<file path="src/rtl/estimation_pkg.sv">
// Shared defaults and FSM encoding for the activity estimator.
package estimation_pkg;

  localparam int DEF_NUM_CH   = 4;
  localparam int DEF_CNT_W    = 16;
  localparam int DEF_WIN_LOG2 = 8;
  localparam int DEF_RECOV_CH = 3;

  typedef enum logic {
    ST_IDLE = 1'b0,
    ST_RUN  = 1'b1
  } est_state_e;

endpackage

</file>
<file path="src/rtl/est_sat_counter.sv">
// Saturating event counter. o_value_incl is the count including this cycle's
// increment, so a window close can capture it without waiting a cycle.
module est_sat_counter
  import estimation_pkg::*;
#(
  parameter int CNT_W = DEF_CNT_W
) (
  input  logic             i_clk,
  input  logic             i_rst_n,
  input  logic             i_clear,
  input  logic             i_restart,
  input  logic             i_inc,
  output logic [CNT_W-1:0] o_value_incl
);

  localparam logic [CNT_W-1:0] CNT_MAX = '1;

  logic [CNT_W-1:0] r_count;
  logic [CNT_W-1:0] w_value_incl;

  assign w_value_incl = (i_inc && (r_count != CNT_MAX)) ? r_count + 1'b1 : r_count;
  assign o_value_incl = w_value_incl;

  // Restart drops the current value; the increment it would have taken has
  // already been handed out through o_value_incl.
  always_ff @(posedge i_clk or negedge i_rst_n) begin
    if (!i_rst_n) begin
      r_count <= '0;
    end else if (i_clear || i_restart) begin
      r_count <= '0;
    end else begin
      r_count <= w_value_incl;
    end
  end

endmodule

</file>
<file path="src/rtl/activity_estimator.sv">
// Windowed event-activity counters with a held snapshot handshake and a
// longest-run tracker on the recovery channel.
module activity_estimator
  import estimation_pkg::*;
#(
  parameter int NUM_CH   = DEF_NUM_CH,
  parameter int CNT_W    = DEF_CNT_W,
  parameter int WIN_LOG2 = DEF_WIN_LOG2,
  parameter int RECOV_CH = DEF_RECOV_CH
) (
  input  logic                    clk,
  input  logic                    reset,
  input  logic                    enable,
  input  logic                    clear,
  input  logic [NUM_CH-1:0]       event_in,
  input  logic                    snap_ack,
  output logic                    snap_valid,
  output logic [NUM_CH*CNT_W-1:0] win_count,
  output logic [7:0]              win_seq,
  output logic [CNT_W-1:0]        max_run,
  output logic                    snap_overrun,
  output logic                    busy
);

  // Snapshot handshake: snap_valid rises the cycle after a window close and
  // holds win_count/win_seq stable until a cycle with snap_valid && snap_ack.
  // A close in that same cycle reloads the snapshot; a close without ack
  // leaves it untouched and sets the sticky snap_overrun.

  est_state_e              r_state;
  est_state_e              w_state_next;
  logic [WIN_LOG2-1:0]     r_wcnt;
  logic                    w_close;
  logic                    w_accept;
  logic [NUM_CH*CNT_W-1:0] w_totals;
  logic [CNT_W-1:0]        w_run_incl;
  logic                    w_recov_hit;
  logic [CNT_W-1:0]        r_max_run;
  logic                    r_snap_valid;
  logic [NUM_CH*CNT_W-1:0] r_win_count;
  logic [7:0]              r_win_seq;
  logic                    r_overrun;

  always_comb begin
    w_state_next = r_state;
    case (r_state)
      ST_IDLE: if (enable)  w_state_next = ST_RUN;
      ST_RUN:  if (!enable) w_state_next = ST_IDLE;
      default: w_state_next = ST_IDLE;
    endcase
    if (clear) w_state_next = ST_IDLE;
  end

  always_ff @(posedge clk or negedge reset) begin
    if (!reset) begin
      r_state <= ST_IDLE;
    end else begin
      r_state <= w_state_next;
    end
  end

  assign busy = (r_state == ST_RUN);

  // Every enabled cycle advances the window; disabled cycles hold it in place.
  always_ff @(posedge clk or negedge reset) begin
    if (!reset) begin
      r_wcnt <= '0;
    end else if (clear) begin
      r_wcnt <= '0;
    end else if (enable) begin
      r_wcnt <= r_wcnt + 1'b1;
    end
  end

  assign w_close  = enable && (&r_wcnt);
  assign w_accept = !r_snap_valid || snap_ack;

  for (genvar g = 0; g < NUM_CH; g++) begin : g_ch
    est_sat_counter #(.CNT_W(CNT_W)) u_live (
      .i_clk        (clk),
      .i_rst_n      (reset),
      .i_clear      (clear),
      .i_restart    (w_close),
      .i_inc        (enable & event_in[g]),
      .o_value_incl (w_totals[g*CNT_W +: CNT_W])
    );
  end

  assign w_recov_hit = enable & event_in[RECOV_CH];

  est_sat_counter #(.CNT_W(CNT_W)) u_run (
    .i_clk        (clk),
    .i_rst_n      (reset),
    .i_clear      (clear),
    .i_restart    (enable & ~event_in[RECOV_CH]),
    .i_inc        (w_recov_hit),
    .o_value_incl (w_run_incl)
  );

  // w_run_incl already counts the current high cycle and saturates.
  always_ff @(posedge clk or negedge reset) begin
    if (!reset) begin
      r_max_run <= '0;
    end else if (clear) begin
      r_max_run <= '0;
    end else if (w_recov_hit && (w_run_incl > r_max_run)) begin
      r_max_run <= w_run_incl;
    end
  end

  always_ff @(posedge clk or negedge reset) begin
    if (!reset) begin
      r_snap_valid <= 1'b0;
      r_win_count  <= '0;
      r_win_seq    <= '0;
      r_overrun    <= 1'b0;
    end else if (clear) begin
      r_snap_valid <= 1'b0;
      r_win_count  <= '0;
      r_win_seq    <= '0;
      r_overrun    <= 1'b0;
    end else if (w_close) begin
      if (w_accept) begin
        r_win_count  <= w_totals;
        r_win_seq    <= r_win_seq + 1'b1;
        r_snap_valid <= 1'b1;
      end else begin
        r_overrun <= 1'b1;
      end
    end else if (snap_ack) begin
      r_snap_valid <= 1'b0;
    end
  end

  assign snap_valid   = r_snap_valid;
  assign win_count    = r_win_count;
  assign win_seq      = r_win_seq;
  assign max_run      = r_max_run;
  assign snap_overrun = r_overrun;

endmodule

</file>
<file path="config.mk">
export PLATFORM = sky130hd
export DESIGN_NAME = activity_estimator
export DESIGN_NICKNAME = d
export VERILOG_FILES = /design/src/rtl/estimation_pkg.sv /design/src/rtl/est_sat_counter.sv /design/src/rtl/activity_estimator.sv
export SDC_FILE = /design/constraint.sdc
export NUM_CORES = 1
export LEC_CHECK = 0
export ABC_AREA = 0
export CAP_MARGIN = 20
export CORE_MARGIN = 2
export CORE_UTILIZATION = 35
export CTS_CLUSTER_DIAMETER = 100
export DETAILED_ROUTE_END_ITERATION = 10
export PLACE_DENSITY = 0.64
export SKIP_CTS_REPAIR_TIMING = 1
export SYNTH_ARGS = -nofsm -noshare
export SYNTH_HDL_FRONTEND = slang
export SYNTH_SLANG_ARGS = --single-unit
</file>
<file path="constraint.sdc">
create_clock -name clk -period 5.43 [get_ports clk]
set_input_delay 0.8145 -clock clk [delete_from_list [all_inputs] [get_ports clk]]
set_output_delay 0.8145 -clock clk [all_outputs]
set_load 0.05 [all_outputs]
</file>
==> metrics.md <==
| Metric | Value |
|---|---|
| Result of the run | completed |
| Routability congestion estimate from global placement | 0.825 |
| RSZ-0062 raised after global routing | false |
| Sequential element share of the synthesized area | 51.3% |
| Share of cells above drive strength 1 | 6.11% |
| Initial antenna violation count | 0 |
| Busiest metal layer after global routing | met2 |
| Count of nets after finishing | 1,001 |
| Area of the multi-input gates | 0.00392 mm2 |
| Number of DRC violations after detailed-routing iteration 0 | 447 |
| Port-buffer cells | 99 |
| Post-Place Cells | 1,274 |
| Number of nets with antenna violations after detailed routing | 0 |
| Post-synthesis sequential element count | 179 |
| RR Endpoint | max_run[15]$_DFFE_PN0P_ |
| Mapped Area | 0.00873 mm2 |
| Area added between synthesis and finish | 22.3% |
| Post-route setup TNS | 0 ns |
| Net count after synthesis | 914 |
| Kind of start point of the critical path | input pin |
| Final clock skew | 0.00977 ns |
| Die Y | 162 um |
| Top Ports | 100 |
| Number of levels the H-tree was split into | 4 |
| Max Slew Vio Count | 0 |
| Number of unique standard cell types used by synthesis | 55 |
| Total routing usage reported by global routing | 16.2% |
| Syn Inst Count | 882 |
| Crit end category | register |
| Final setup violation count | 0 |
| Leakage | 4.51 nW |
| Max IR drop VDD | 162 uV |
| Final-report hold violation count | 0 |
| WP data arrival | 4.35 ns |
| Clk_lat worst skew | 0.43 ns |
| Count of antenna diodes in the layout | 0 |
| Clock Tree Root | sky130_fd_sc_hd__clkbuf_16 |
| Pwr/cell area | 266 mW/mm2 |
| Vias in the first global route | 6,717 |
| Worst slack, placed | 0.917 ns |
| Clock tree from TritonCTS | done |
| Count of flip-flops with a built-in enable after synthesis | 0 |
| Via count | 6,726 |
| Clock transition at the registers of the reported paths | 0.08 ns |
| Maximum fanout along the worst path | 16 |
| Final Non-Filler Cells | 1,306 |
| Sinks on the clock net | 179 |
| Detailed-route wire length | 20,300 um |
| DR pass1 iterations | 5 |
| Met3 routing resource usage after global routing | 3.68% |
| Met2 track utilization from global routing | 25.0% |
| M1 GR Usage | 22.7% |
| Global-route wire length before repair | 34,500 um |
| YS warnings | 0 |
| Relative slew slack | 35.4% |
| Average routed wire per standard cell | 15.5 um |
| Class of the most critical setup path | in -> reg |
| R2r setup slk | 1.71 ns |
| Mean post-synth cell area | 9.90 um2 |
| Starting density of the core | 35.8% |
| Post-DP HPWL | 13,700 um |
| Time the final worst path needs with I/O delays and setup | 4.09 ns |
| Via density per instance | 5.15 |
| Share of the core filled with cells | 43.8% |
| Number of standard-cell rows in the floorplan | 57 |
| Final setup margin | 1.34 ns |
| Reported max-cap violation count | 0 |
| Core area | 0.0244 mm2 |
| Largest net degree at the start of global routing | 129 |
| Dominant register cell in the synthesized netlist | sky130_fd_sc_hd__dfrtp_1 |
| Reg2reg path depth | 11 |
| Die Area | 0.0262 mm2 |
| Transition time at the pin with the least slew margin | 0.969 ns |
| Post-synthesis async set-or-reset flop share | 100% |
| Maximum clock frequency | 245 MHz |
| Maximum number of buffers from clock root to sink | 2 |
| Total gr overflow | 0 |
| Critical Path RT | 5.69 ns |
| Area taken by flip-flops and latches | 0.00448 mm2 |
| Die Wd | 162 um |
| Num CTS Buffers | 17 |
| FILL cells | 2,364 |
| Share of the clock period used by the worst path | 75.3% |
| RR Startpoint | u_run.r_count[6]$_DFF_PN0_ |
| Residual DRC | 0 |
| Worst min-delay path category | in -> async |
[where the power goes]
part	switching, mW	internal (mW)	total [mW]
Clock	0.588	0.796	1.38
Sequential	0.00685	1.34	1.35
Combinational	0.0790	0.0264	0.105
Total	0.674	2.16	2.83
[how the worst max path moves through the flow]
stage,slack [ns],end,from
6_report,1.34,max_run[15]$_DFFE_PN0P_,event_in[3]
3_5_place_dp,0.92,max_run[15]$_DFFE_PN0P_,event_in[3]
3_3_place_gp,0.87,max_run[10]$_DFFE_PN0P_,enable
2_1_floorplan,2.02,max_run[9]$_DFFE_PN0P_,enable
4_1_cts,1.37,max_run[15]$_DFFE_PN0P_,event_in[3]
5_1_grt,1.06,max_run[11]$_DFFE_PN0P_,event_in[3]
[flip-flops by register name (all words and copies together), names as in the netlist]
name / count
busy: 1
g_ch.u_live.r_count: 64
max_run: 16
r_wcnt: 8
snap_overrun: 1
snap_valid: 1
u_run.r_count: 16
win_count: 64
win_seq: 8
[Yosys cell counts (4+ instances only)]
master | count | area [um2]
sky130_fd_sc_hd__nor2_1 | 173 | 649
sky130_fd_sc_hd__xnor2_1 | 29 | 254
sky130_fd_sc_hd__and2_1 | 9 | 56.3
sky130_fd_sc_hd__o22ai_1 | 18 | 113
sky130_fd_sc_hd__o21ai_1 | 4 | 20.0
sky130_fd_sc_hd__clkbuf_1 | 12 | 45.0
sky130_fd_sc_hd__mux2i_1 | 9 | 90.1
sky130_fd_sc_hd__nand3_1 | 38 | 190
sky130_fd_sc_hd__nand4_2 | 4 | 50.1
sky130_fd_sc_hd__o211ai_1 | 13 | 97.6
sky130_fd_sc_hd__inv_1 | 38 | 143
sky130_fd_sc_hd__dfrtp_1 | 179 | 4480
sky130_fd_sc_hd__nor2b_1 | 5 | 31.3
sky130_fd_sc_hd__and4_1 | 11 | 96.3
sky130_fd_sc_hd__a21oi_1 | 24 | 120
sky130_fd_sc_hd__nor4_1 | 5 | 31.3
sky130_fd_sc_hd__nand4_1 | 33 | 206
sky130_fd_sc_hd__a211oi_1 | 60 | 450
sky130_fd_sc_hd__o21ai_0 | 9 | 45.0
sky130_fd_sc_hd__buf_4 | 8 | 60.1
sky130_fd_sc_hd__xor2_1 | 48 | 420
sky130_fd_sc_hd__ha_1 | 23 | 288
sky130_fd_sc_hd__and3_1 | 18 | 113
sky130_fd_sc_hd__nand2_1 | 39 | 146
sky130_fd_sc_hd__buf_2 | 18 | 90.1
sky130_fd_sc_hd__nor3_1 | 10 | 50.1
[final cells by class]
class,instances,share of cell area (%)
clock buffer,17,3.98
clock inverter,15,2.17
multi-input combinational,627,36.8
timing repair buffer,106,10.0
tap,324,3.80
inverter,38,1.34
sequential,179,42.0
[worst max-delay path: stages]
cell,delay [ns]
sky130_fd_sc_hd__clkdlybuf4s50_1,0.56
sky130_fd_sc_hd__nand2_2,0.17
sky130_fd_sc_hd__nor3_1,0.46
sky130_fd_sc_hd__o211ai_1,0.21
sky130_fd_sc_hd__xor2_1,0.25
sky130_fd_sc_hd__inv_1,0.07
sky130_fd_sc_hd__ha_1,0.31
sky130_fd_sc_hd__nand4_1,0.15
sky130_fd_sc_hd__a2111oi_2,0.47
sky130_fd_sc_hd__o32a_1,0.66
sky130_fd_sc_hd__o22ai_1,0.21
[cell usage in the layout (no fill, tap or decap), types with 5 or more instances in the layout]
cell type / n
sky130_fd_sc_hd__o22ai_1: 18
sky130_fd_sc_hd__clkdlybuf4s50_1: 97
sky130_fd_sc_hd__dfrtp_1: 179
sky130_fd_sc_hd__inv_1: 38
sky130_fd_sc_hd__o21ai_0: 9
sky130_fd_sc_hd__nor2_1: 173
sky130_fd_sc_hd__a211oi_1: 60
sky130_fd_sc_hd__and2_1: 9
sky130_fd_sc_hd__a21oi_1: 24
sky130_fd_sc_hd__inv_6: 7
sky130_fd_sc_hd__xor2_1: 48
sky130_fd_sc_hd__nand4_1: 33
sky130_fd_sc_hd__nand3_1: 38
sky130_fd_sc_hd__mux2i_1: 9
sky130_fd_sc_hd__nor3_1: 10
sky130_fd_sc_hd__nand2_1: 38
sky130_fd_sc_hd__o211ai_1: 13
sky130_fd_sc_hd__and3_1: 18
sky130_fd_sc_hd__ha_1: 23
sky130_fd_sc_hd__and4_1: 11
sky130_fd_sc_hd__clkbuf_16: 17
sky130_fd_sc_hd__nor2b_1: 5
sky130_fd_sc_hd__xnor2_1: 29
[cells by family (layout without fill, tap and decap cells)]
group                      count (synthesis)  count (layout)  share of synthesized area (%)
buffers and inverters                     76             176                           3.87
muxes                                      9               9                           1.03
DFF                                      179             179                           51.3
xor gates and xnor gates                  77              77                           7.72
and+or+nand+nor                          365             365                           20.5
adders and majority gates                 23              23                           3.30
AOI/OAI and AO/OA                        153             153                           12.3
[routing by layer]
layer | vias to the layer above | part of all wire, %
met1 | 3261 | 49
met3 | 26 | 3.9
met5 | - | 0
met4 | 0 | 2.2
met2 | 137 | 45
li1 | 3302 | -
[per-stage QoR]
step	hold WS, ns	power, mW	instance area, um2
final	0.387	2.83	10700
after global routing	0.437	2.94	10700
after CTS	0.428	2.88	10700
after detailed placement	0.496	1.48	10000
after global placement	0.493	1.48	10000
after floorplan	0.513	1.42	8730
Power figures use the tool's default switching activity.
